--- src/rtl/timer_pkg.sv ---
// -----------------------------------------------------------------------------
// timer_pkg
// Shared definitions for the countdown timer and the game-control FSM:
// state encoding, state width and the prescaler width helper.
// -----------------------------------------------------------------------------
package timer_pkg;

   // Width of the encoded timer state.
   localparam int unsigned STATE_W = 2;

   // Timer state encoding; the game-control FSM decodes these same values.
   typedef enum logic [STATE_W-1:0] {
      ST_IDLE    = 2'd0,
      ST_RUN     = 2'd1,
      ST_PAUSED  = 2'd2,
      ST_EXPIRED = 2'd3
   } timer_state_e;

   // Prescaler counter width: max(1, clog2(prescale)).
   function automatic int unsigned presc_width(input int unsigned prescale);
      int unsigned w;
      w = (prescale > 1) ? int'($clog2(prescale)) : 1;
      return w;
   endfunction

endpackage : timer_pkg

--- src/rtl/tick_prescaler.sv ---
// -----------------------------------------------------------------------------
// tick_prescaler
// Free-running rate divider: while enabled, emits a one-cycle tick on every
// PRESCALE-th enabled cycle. Holding en low freezes the phase so a paused
// client resumes mid-period.
//
// Ports:
//   clk   in  rising-edge clock
//   rst   in  synchronous active-high reset (phase -> 0)
//   en    in  advance the phase this cycle
//   clr   in  force the phase back to 0 (wins over en, suppresses tick)
//   tick  out high in the cycle whose edge completes a period
// -----------------------------------------------------------------------------
module tick_prescaler
   import timer_pkg::*;
#(
   parameter int unsigned PRESCALE = 4
) (
   input  logic clk,
   input  logic rst,
   input  logic en,
   input  logic clr,
   output logic tick
);

   localparam int unsigned      CNT_W = presc_width(PRESCALE);
   localparam logic [CNT_W-1:0] LAST  = CNT_W'(PRESCALE - 1);

   logic [CNT_W-1:0] cnt_q;
   logic [CNT_W-1:0] cnt_d;
   logic             wrap_c;

   // Last phase of the period: the next enabled edge completes a step.
   assign wrap_c = (cnt_q == LAST);

   // Tick is qualified with en so the consumer can act on it at the same edge.
   assign tick = en & ~clr & wrap_c;

   // Phase next-state.
   always_comb begin
      cnt_d = cnt_q;
      if (clr) begin
         cnt_d = '0;
      end else if (en) begin
         cnt_d = wrap_c ? '0 : cnt_q + CNT_W'(1);
      end
   end

   // Phase register.
   always_ff @(posedge clk) begin
      if (rst) begin
         cnt_q <= '0;
      end else begin
         cnt_q <= cnt_d;
      end
   end

endmodule : tick_prescaler

--- src/rtl/countdown_timer.sv ---
// -----------------------------------------------------------------------------
// countdown_timer
// Loadable, pausable down-counter with prescaler and optional auto-reload.
// Counts from the loaded value to zero, then flags expiry with a one-cycle
// done_pulse and a level expired. Drives round/step timeouts.
//
// Ports:
//   clk          in   rising-edge clock
//   rst          in   synchronous active-high reset
//   load         in   capture load_val into count and reload register, go IDLE
//   load_val     in   [WIDTH] value to count down from
//   start        in   begin/resume counting, or restart after expiry
//   pause        in   freeze counting while running
//   auto_reload  in   on expiry reload and keep running
//   count        out  [WIDTH] current count
//   busy         out  high while running
//   expired      out  high once expired
//   done_pulse   out  one-cycle marker of every expiry event
// -----------------------------------------------------------------------------
module countdown_timer
   import timer_pkg::*;
#(
   parameter int unsigned WIDTH    = 8,
   parameter int unsigned PRESCALE = 4
) (
   input  logic             clk,
   input  logic             rst,
   input  logic             load,
   input  logic [WIDTH-1:0] load_val,
   input  logic             start,
   input  logic             pause,
   input  logic             auto_reload,
   output logic [WIDTH-1:0] count,
   output logic             busy,
   output logic             expired,
   output logic             done_pulse
);

   timer_state_e     state_q;
   timer_state_e     state_d;
   logic [WIDTH-1:0] count_q;
   logic [WIDTH-1:0] count_d;
   logic [WIDTH-1:0] reload_q;
   logic [WIDTH-1:0] reload_d;
   logic             done_q;
   logic             done_d;

   logic             presc_en_c;
   logic             presc_clr_c;
   logic             tick_c;

   // Step-rate divider; only advances on edges where the timer really counts.
   tick_prescaler #(
      .PRESCALE (PRESCALE)
   ) u_prescaler (
      .clk  (clk),
      .rst  (rst),
      .en   (presc_en_c),
      .clr  (presc_clr_c),
      .tick (tick_c)
   );

   // Next-state, count/reload and done logic.
   always_comb begin
      state_d     = state_q;
      count_d     = count_q;
      reload_d    = reload_q;
      done_d      = 1'b0;
      presc_en_c  = 1'b0;
      presc_clr_c = 1'b0;

      if (load) begin
         // Load overrides everything, including an expiry due this edge.
         count_d     = load_val;
         reload_d    = load_val;
         presc_clr_c = 1'b1;
         state_d     = ST_IDLE;
      end else begin
         unique case (state_q)
            ST_IDLE, ST_PAUSED: begin
               // Prescaler kept as-is so a resume continues mid-step.
               if (start) begin
                  if (count_q != '0) begin
                     state_d = ST_RUN;
                  end else begin
                     state_d = ST_EXPIRED;
                     done_d  = 1'b1;
                  end
               end
            end

            ST_RUN: begin
               if (pause) begin
                  // Pause edge holds both count and prescaler phase.
                  state_d = ST_PAUSED;
               end else begin
                  presc_en_c = 1'b1;
                  if (tick_c) begin
                     if (count_q > WIDTH'(1)) begin
                        count_d = count_q - WIDTH'(1);
                     end else begin
                        done_d = 1'b1;
                        if (auto_reload && (reload_q != '0)) begin
                           // Prescaler wraps to 0 this edge: no dead cycle.
                           count_d = reload_q;
                        end else begin
                           count_d = '0;
                           state_d = ST_EXPIRED;
                        end
                     end
                  end
               end
            end

            ST_EXPIRED: begin
               if (start && (reload_q != '0)) begin
                  count_d     = reload_q;
                  presc_clr_c = 1'b1;
                  state_d     = ST_RUN;
               end
            end

            default: begin
               state_d = ST_IDLE;
            end
         endcase
      end
   end

   // State, count, reload and done registers.
   always_ff @(posedge clk) begin
      if (rst) begin
         state_q  <= ST_IDLE;
         count_q  <= '0;
         reload_q <= '0;
         done_q   <= 1'b0;
      end else begin
         state_q  <= state_d;
         count_q  <= count_d;
         reload_q <= reload_d;
         done_q   <= done_d;
      end
   end

   assign count      = count_q;
   assign busy       = (state_q == ST_RUN);
   assign expired    = (state_q == ST_EXPIRED);
   assign done_pulse = done_q;

endmodule : countdown_timer

--- config.mk ---
export PLATFORM = sky130hd
export DESIGN_NAME = countdown_timer
export DESIGN_NICKNAME = d
export VERILOG_FILES = /design/src/rtl/timer_pkg.sv /design/src/rtl/tick_prescaler.sv /design/src/rtl/countdown_timer.sv
export SDC_FILE = /design/constraint.sdc
export NUM_CORES = 1
export LEC_CHECK = 0
export CAP_MARGIN = 30
export CORE_AREA = 3 3 67 69
export DETAILED_ROUTE_END_ITERATION = 6
export DIE_AREA = 0 0 70 72
export HOLD_SLACK_MARGIN = 0.15
export PLACE_DENSITY_LB_ADDON = 0.1
export REMOVE_ABC_BUFFERS = 1
export SLEW_MARGIN = 10
export SYNTH_ARGS = -nofsm -noshare
export SYNTH_HDL_FRONTEND = slang
export SYNTH_HIERARCHICAL = 1
export SYNTH_SLANG_ARGS = --single-unit
--- constraint.sdc ---
create_clock -name clk -period 3.6 [get_ports clk]
set_input_delay 0.36 -clock clk [delete_from_list [all_inputs] [get_ports clk]]
set_output_delay 0.36 -clock clk [all_outputs]
set_load 0.02 [all_outputs]
### Word level (Yosys, flattened, before mapping)

Cells that the tools add are included.

| storage, ports and cells | value |
|---|---|
| register bits | 21 |
| bits in latches | 0 |
| RAM bits | 0 |
| ROM bits | 0 |
| input port bits | 14 |
| output and inout port bits | 11 |
| logic and storage cells | 62 |
| memories kept | 0 |

| cells by class | value |
|---|---|
| add/subtract/negate cells | 2 |
| multiply operators | 0 |
| div/mod/pow operators | 0 |
| magnitude comparators | 1 |
| equality and inequality tests | 12 |
| shifts and indexed selects | 0 |
| mux-type cells | 28 |
| bitwise logic cells | 3 |
| reduce and logical (&&, ||, !) cells | 11 |

Operators by type and width:

| kind | number |
|---|---|
| 8-bit 2-to-1 mux | 6 |
| 2-bit 2-to-1 mux | 8 |
| 8-bit case mux with 2 select lines | 1 |
| 8-bit nonzero test | 2 |
| 1-bit 2-to-1 mux | 11 |
| 3-bit by 2-bit inequality test with 1-bit output, second input constant | 3 |
| 3-bit inequality test, second input constant | 3 |
| 8-bit by 1-bit > comparator with 1-bit output, second input constant | 1 |
| 8-bit by 1-bit subtractor with 8-bit output, second input constant | 1 |
| 2-bit == test, second input constant | 3 |
| 2-bit case mux with 3 select lines | 1 |
| 2-bit OR reduction | 3 |
| 5-bit AND reduction | 1 |
| 4-bit AND reduction | 1 |
| 3-bit nonzero test | 1 |
| 2-bit by 1-bit adder with 2-bit output, second input constant | 1 |
| 1-bit AND | 2 |
| 2-bit by 1-bit == test with 1-bit output, second input constant | 1 |
| 1-bit logical AND | 2 |
| 2-bit zero test | 1 |
| 2-bit by 1-bit inequality test with 1-bit output, second input constant | 1 |
| 2-bit inequality test, second input constant | 1 |
| 1-bit case mux with 2 select lines | 1 |
| 1-bit inverter | 1 |

### Longest topological paths before layout

Gate-level depths: netlist of run 1.

| depth | value |
|---|---|
| word-level depth | 12 |
| mapped depth | 10 |

### By module

Netlist of run 1, hierarchy kept.

By module, submodules not included:

| module | times used | cells each | area each (um^2) |
|---|---|---|---|
| countdown_timer | 1 | 138 | 1138.6 |
| tick_prescaler | 1 | 9 | 103.8 |

### Least setup slack after synthesis of run 1

No wires, ideal clock.

| timing path | value |
|---|---|
| kind | reg2reg |
| start point | register reload_q[4] |
| end point | register count_q[3] (netlist: count[3]) |
| data arrival time | 2.763 ns |
| slack | 0.746 ns |
| stages on the path, launching flop included | 11 |
| clock period less this slack | 2.854 ns |
| path through | dfxtp_1 -> or4_4 -> o2111a_1 -> or2_1 -> and3b_1 -> nor4bb_1 -> or2_2 -> or2_2 -> clkbuf_1 -> nor2_1 -> a311oi_1 |

| on the way | value |
|---|---|
| word-level cells in the longest chain between the ends | 10 |

RTL lines:

| element | line | text |
|---|---|---|
| from (decl) | countdown_timer.sv:43 | `logic [WIDTH-1:0] reload_q;` |
| from (signal assigned) | countdown_timer.sv:140 | `reload_q <= reload_d;` |
| 8-bit nonzero test | countdown_timer.sv:116 | `if (start && (reload_q != '0)) begin` |
| 1-bit logical AND | countdown_timer.sv:116 |  |
| 1-bit 2-to-1 mux | countdown_timer.sv:116 |  |
| 1-bit 2-to-1 mux | countdown_timer.sv:79 | `unique case (state_q)` |
| 1-bit 2-to-1 mux | countdown_timer.sv:72 | `if (load) begin` |
| via presc_clr_c | countdown_timer.sv:49 | `logic presc_clr_c;` |
| 1-bit inverter | tick_prescaler.sv:37 | `assign tick = en & ~clr & wrap_c;` |
| 1-bit AND (2 in a row) | tick_prescaler.sv:37 |  |
| via tick_c | countdown_timer.sv:50 | `logic tick_c;` |
| 3-bit by 2-bit inequality test with 1-bit output (no line) | -- |  |
| 4-bit AND reduction (no line) | -- |  |
| to (signal assigned) | countdown_timer.sv:139 | `count_q <= count_d;` |
| to (decl) | countdown_timer.sv:41 | `logic [WIDTH-1:0] count_q;` |

The timed path passes the listed nets, and every way through them passes these cells. The select of a mux whose other input is x is not followed.
A chain may end at the register's enable or synchronous reset.

### Worst setup path after layout of run 1

| timing path | value |
|---|---|
| start point | register reload_q[0] |
| end point | register count_q[3] (netlist: count[3]) |

Same word-level chain as after synthesis.

==> summary.md, run 1 <==
| Metric | Value |
|---|---|
| Number of global-route vias before repair | `1245` |
| Setup WS pre-CTS | `0.605 ns` |
| DR DRC count | `0` |
| All-Layer GR Usage | `0.146` |
| Async SR Flop Fraction | `0` |
| Crit path launch type | `flop` |
| Outcome | `finished, final reports clean` |
| Final nets | `189` |
| Clk buf depth | `2` |
| Leakage | `0.587 nW` |
| Placeable Area | `3970 µm²` |
| Clock root buffer | `clkbuf_8` |
| Row count | `23` |
| Die X-Extent | `70 µm` |
| Fill count | `409` |
| Maximum VDD drop | `0.130 mV` |
| Tot Pwr | `0.000580 W` |
| Unrepaired setup endpoints after global routing | `false` |
| Flops & latches, synth | `21` |
| Multiplexer area fraction after synthesis | `0.0493` |
| Pwr per Cell Area | `368 nW/µm²` |
| Port Buf Inserts | `24` |
| Starting Density | `0.313` |
| # Post-CTS Setup Buffers | `0` |
| Clock transition at path regs | `0.08 ns` |
| Max-slew violation total from the final report | `0` |
| Fmax | `329 MHz` |
| GPL Wtd Cong | `0.788` |
| CTS Buf Count | `3` |
| Antenna Nets Post-Route | `0` |
| Fin cells | `220` |
| First-pass GRT wire length | `6020 µm` |
| Number of max-cap violations | `0` |
| Post-Synthesis Cells | `147` |
| Die Ht | `72 µm` |
| Crit end category | `flop` |
| Largest family of logic cells by synthesized area | `simple AND/OR/NAND/NOR gates` |
| Total grt overflow | `0` |
| FF/Latch Area | `420 µm²` |
| CP required | `3.76 ns` |
| CP arrival | `3.20 ns` |
| # resized after CTS | `0` |
| Tmin final | `3.04 ns` |
| Ant. Diodes | `0` |
| Post-Synth Simple-Gate Area | `0.274` |
| Die area | `5040 µm²` |
| EDFF count, synth | `0` |
| # H-tree levels | `1` |
| Worst hold-check path type | `flop to flop` |
| Placed Cells | `216` |
| Post-synth cell types | `45` |
| Synth Area in Adders | `0.0403` |
| Measured slew at the worst slew-check pin | `0.783 ns` |
| Initial antenna violation count | `0` |
| Final setup margin | `0.560 ns` |
| Via count | `1218` |
| Compound-cell area share of the yosys netlist | `0.265` |
| Final hold vios | `0` |
| Fin Clk Skew | `0.00127 ns` |
| Worst-skew pair later-pin latency | `0.26 ns` |
| Final setup viols | `0` |
| DP Wirelength | `2560 µm` |
| Area of the multi-input gates | `781 µm²` |
| Critical path class | `flop to flop` |
| TNS Setup | `0 ns` |
| Relative slew slack | `0.476` |
| Synth Flop Type | `dfxtp_1` |
| Drt first-iter violations | `83` |
| TritonCTS clock tree | `built` |
| Sequential area share after synthesis | `0.338` |
| Pin count of the biggest net entering global routing | `24` |
| Io pins | `25` |
| Post-Syn Area | `1240 µm²` |
| Tcrit/Tclk final | `0.844` |
| Area Growth Syn to Fin | `26.9%` |
| Post-DR vias/cell | `5.54` |
| Num Clock Sinks | `21` |
| Worst-path fanout max | `11` |
| # hold bufs at CTS | `0` |
| Mapped Avg Cell Area | `8.45 µm²` |
| Wire per inst | `15.8 µm` |
| Layout cells sized above 1 | `0.100` |
| Yosys warnings | `6` |
| TritonRoute pass-1 iters | `4` |
| Xor-xnor portion of the synthesized cell area | `0` |
| DRT Wirelength | `3470 µm` |
==> metal layers <==
layer	up-vias	global-route usage	part of all wire
li1	600	-	-
met1	572	0.197	0.46
met2	40	0.233	0.46
met3	6	0.0263	0.057
met4	0	0.0596	0.018
met5	-	0	0
==> logic make-up (layout without fill, tap and decap cells) <==
group,Yosys count,count (layout)
AO/OA/AOI/OAI,43,43
adder cells (fa/ha/maj),4,4
buffers and inverters,11,34
flip-flops,21,21
multiplexers,6,6
AND/OR/NAND/NOR,62,62
==> state kept, by name, indices dropped and copies added (netlist names) <==
| register | cells |
|---|---|
| count | 8 |
| reload_q | 8 |
| state_q | 2 |
| u_prescaler/cnt_q | 2 |
| done_pulse | 1 |
==> worst max-delay path, stage by stage (launching register included) <==
cell,delay (ns)
dfxtp_1,0.32
or4_1,0.57
o2111a_1,0.31
or2_1,0.27
and3b_1,0.24
nor4bb_1,0.46
or2_2,0.22
or2_2,0.24
nor2_1,0.06
a311oi_1,0.24
==> synthesized netlist by cell type, types with 3 or more instances <==
library cell,number,area (µm²)
nor2_1,18,67.6
or2_2,3,18.8
nand2b_1,6,37.5
ha_1,4,50.1
mux2i_1,5,50.1
a211oi_1,5,37.5
nand2_1,11,41.3
a21oi_1,9,45.0
or4_4,3,33.8
dfxtp_1,21,420
clkbuf_1,5,18.8
o21ai_0,8,40.0
inv_1,4,15.0
nand3_1,4,20.0
==> power by group <==
part           internal, W  switching [W]
clock            0.0000790      0.0000794
sequential        0.000246      0.0000203
combinational    0.0000733      0.0000815
total             0.000398       0.000181
==> layout make-up <==
type / instances / area share
multi-input cells: 115 / 0.495
flip-flops and latches: 21 / 0.267
repair buffers: 26 / 0.160
well taps: 50 / 0.0397
clock buffers: 4 / 0.0286
inverters: 4 / 0.00952
==> through the flow <==
step                      hold WS [ns]  instance area (µm²)   util
final                            0.483                 1580  0.397
after global routing             0.527                 1580  0.397
after CTS                        0.486                 1580  0.397
after detailed placement         0.471                 1530  0.386
after global placement           0.475                 1530  0.384
after floorplan                  0.425                 1220      -
==> path summary, 6_finish.rpt <==
kind / from / to / slack [ns] / cells after the start
setup / recovery: reload_q[0] / count[3] / 0.56 / 9
setup reg to reg: reload_q[0] / count[3] / 0.56 / 9
hold reg to reg: reload_q[6] / count[6] / 0.48 / 2
hold / removal: reload_q[6] / count[6] / 0.48 / 2
==> layout by cell type (no fill, tap or decap), drive strengths merged <==
master         Yosys  routed
clkdlybuf4s50      0      24
dfxtp             21      21
nor2              18      18
nand2             11      11
a21oi              9       9
o21ai              8       8
nand2b             6       6
a211oi             6       6
mux2i              5       5
or4                5       5
inv                4       4
nand3              4       4
ha                 4       4
or2                4       4
clkbuf             5       4
a221oi             3       3
nor2b              2       2
o41ai              2       2
nor3               2       2
nand3b             2       2
o22ai              2       2
a22oi              2       2
nor4               2       2
o31ai              2       2
a311oi             2       2
buf                2       2
o2111a             1       1
nor3b              1       1
nor4bb             1       1
a31oi              1       1
o211ai             1       1
o211a              1       1
and4               1       1
a2111oi            1       1
mux2               1       1
a21bo              1       1
o311a              1       1
or3                1       1
and3b              1       1
or3b               1       1
No activity file was read; power rests on OpenSTA's default activity.
==> run 2, diff against run 1 <==
==> constraint.sdc (replaced) <==
create_clock -name clk -period 2.5 [get_ports clk]
set_input_delay 0.25 -clock clk [delete_from_list [all_inputs] [get_ports clk]]
set_output_delay 0.25 -clock clk [all_outputs]
set_load 0.02 [all_outputs]
==> run 2 against run 1 <==
The run now ends with negative setup slack left. Cell area increased by 18%. Routed wire length is 8.3% higher. Combinational power is 84% higher. Die area is the same. Setup slack lost 0.68 ns. Critical path depth is 1 higher. Clock-buffer cell count shrank 1. Cell count rose by 12%. Register-to-register slack worse by 0.68 ns. Core utilization rose by 7.1 points. Global-route usage up 0.23 points. Critical path type unchanged. Critical endpoint unchanged. Largest power group unchanged.
==> summary.md, run 2 (synthesis gave the netlist of run 1 again) <==
| Metric | Value |
|---|---|
| Final setup viols | `8` |
| Ant. Diodes | `0` |
| Die area | `5040 µm²` |
| Area of the multi-input gates | `868 µm²` |
| Crit-path slowest cell | `or4_4` |
| Layout cells sized above 1 | `0.306` |
| Total grt overflow | `0` |
| Crit path cell chain | `or4_4 > o2111a_1 > or2_1 > and3b_2 > nor4bb_4 > buf_4 > or2_4 > or2_4 > nor2_4 > a311oi_2` |
| Fin Clk Skew | `0.00470 ns` |
| Relative slew slack | `0.577` |
| Clock root buffer | `clkbuf_8` |
| Post-DR vias/cell | `5.29` |
| Number of max-cap violations | `0` |
| Worst hold-check path type | `flop to flop` |
| # H-tree levels | `1` |
| Setup WS pre-CTS | `-0.301 ns` |
| Via count | `1301` |
| Most used cell, CP | `or2_4` |
| Failing checks | `negative setup slack` |
| DR DRC count | `0` |
| Drt first-iter violations | `52` |
| Tcrit/Tclk final | `1.05` |
| Area Growth Syn to Fin | `49.5%` |
| CP required | `2.67 ns` |
| Number of global-route vias before repair | `1257` |
| DRT Wirelength | `3760 µm` |
| Clock transition at path regs | `0.08 ns` |
| Starting Density | `0.313` |
| Commonest cells after routing, fill and taps aside | `buf_4, clkdlybuf4s50_1, dfxtp_1, nor2_1, nand2_1` |
| TritonCTS clock tree | `built` |
| Maximum VDD drop | `0.194 mV` |
| Antenna Nets Post-Route | `0` |
| Outcome | `complete, but fails checks` |
| Met2 wire length | `1790 µm` |
| CP arrival | `2.79 ns` |
| CTS Buf Count | `3` |
| First-pass GRT wire length | `6070 µm` |
| Pwr per Cell Area | `478 nW/µm²` |
| Final setup margin | `-0.119 ns` |
| Die X-Extent | `70 µm` |
| Row count | `23` |
| Tmin final | `2.62 ns` |
| Num Clock Sinks | `21` |
| Final nets | `215` |
| Pin count of the biggest net entering global routing | `23` |
| Die Ht | `72 µm` |
| Unrepaired setup endpoints after global routing | `true` |
| TNS Setup | `-0.641 ns` |
| Wire per inst | `15.3 µm` |
| All-Layer GR Usage | `0.149` |
| Measured slew at the worst slew-check pin | `0.633 ns` |
| Final hold vios | `0` |
| Crit-path max cell delay | `0.54 ns` |
| Leakage | `0.736 nW` |
| Initial antenna violation count | `0` |
| Max-slew violation total from the final report | `0` |
| FF/Latch Area | `423 µm²` |
| Placeable Area | `3970 µm²` |
| Fill count | `377` |
| Fmax | `382 MHz` |
| Io pins | `25` |
| Highest Signal Layer | `met4` |
| Routed wl met3 | `151 µm` |
| Metal1 wirelength | `1790 µm` |
| TritonRoute pass-1 iters | `4` |
| Critical path class | `flop to flop` |
| Worst-skew pair later-pin latency | `0.26 ns` |
| Crit path launch type | `flop` |
| Port Buf Inserts | `24` |
| GPL Wtd Cong | `0.836` |
| Worst-path fanout max | `5` |
| DP Wirelength | `2700 µm` |
| Crit end category | `flop` |
| Clk buf depth | `2` |
| Commonest non-fill, non-tap cell in the layout | `buf_4` |
-- run 2: cell types whose count changed in the layout (fill, tap and decap cells not counted), sizes merged --
cell	previous run	this run
buf	2	27
clkbuf	4	3
clkinv	0	1
or2	4	5
-- run 2: metal layers --
metal | global-route usage | vias to the layer above
li1 | - | 650
met1 | 0.204 | 622
met2 | 0.241 | 27
met3 | 0.0235 | 2
met4 | 0.0468 | 0
met5 | 0 | -
-- run 2: layout make-up --
class,instances,share of cell area
timing repair buffer,51,0.238
clock buffer,3,0.0222
sequential,21,0.228
inverter,4,0.00808
tap,50,0.0337
clock inverter,1,0.00269
multi-input combinational,116,0.467
-- run 2: what timing repair did --
item                                    CTS  global route
pin swaps                                 9            12
setup buffers                             3             2
cloned                                    1             0
hold buffers                              0             0
endpoints found under the setup margin    8             9
resized for setup                        12             9
-- run 2: path summary, 6_finish.rpt --
check | from | endpoint | slack, ns | cells after the start
max | reload_q[5] | count[3] | -0.12 | 10
min | reload_q[6] | count[6] | 0.51 | 2
max reg2reg | reload_q[5] | count[3] | -0.12 | 10
min reg2reg | reload_q[6] | count[6] | 0.51 | 2
-- run 2: critical path: cells and delay by family, from the launching register on --
| family | cells | cell delay (ns) |
|---|---|---|
| AOI/OAI and AO/OA | 2 | 0.51 |
| DFF | 1 | 0.33 |
| buffers and inverters | 1 | 0.15 |
| and+or+nand+nor | 7 | 1.56 |
-- run 2: through the flow --
step	utilization	total power, W	hold WS [ns]	instance area (µm²)	std cells
final	0.468	0.000888	0.507	1860	246
after floorplan	-	0.000517	0.315	1220	140
after detailed placement	0.424	0.000642	0.472	1680	236
after global routing	0.468	0.000932	0.524	1860	246
after CTS	0.454	0.000882	0.495	1800	244
after global placement	0.424	0.000642	0.486	1680	236
-- run 2: power by group --
part	leakage (nW)	internal [W]	total (W)	switching, W
Sequential	0.173	0.000355	0.000377	0.0000226
Combinational	0.537	0.000142	0.000285	0.000143
Clock	0.0255	0.000111	0.000226	0.000115
Total	0.736	0.000608	0.000888	0.000281
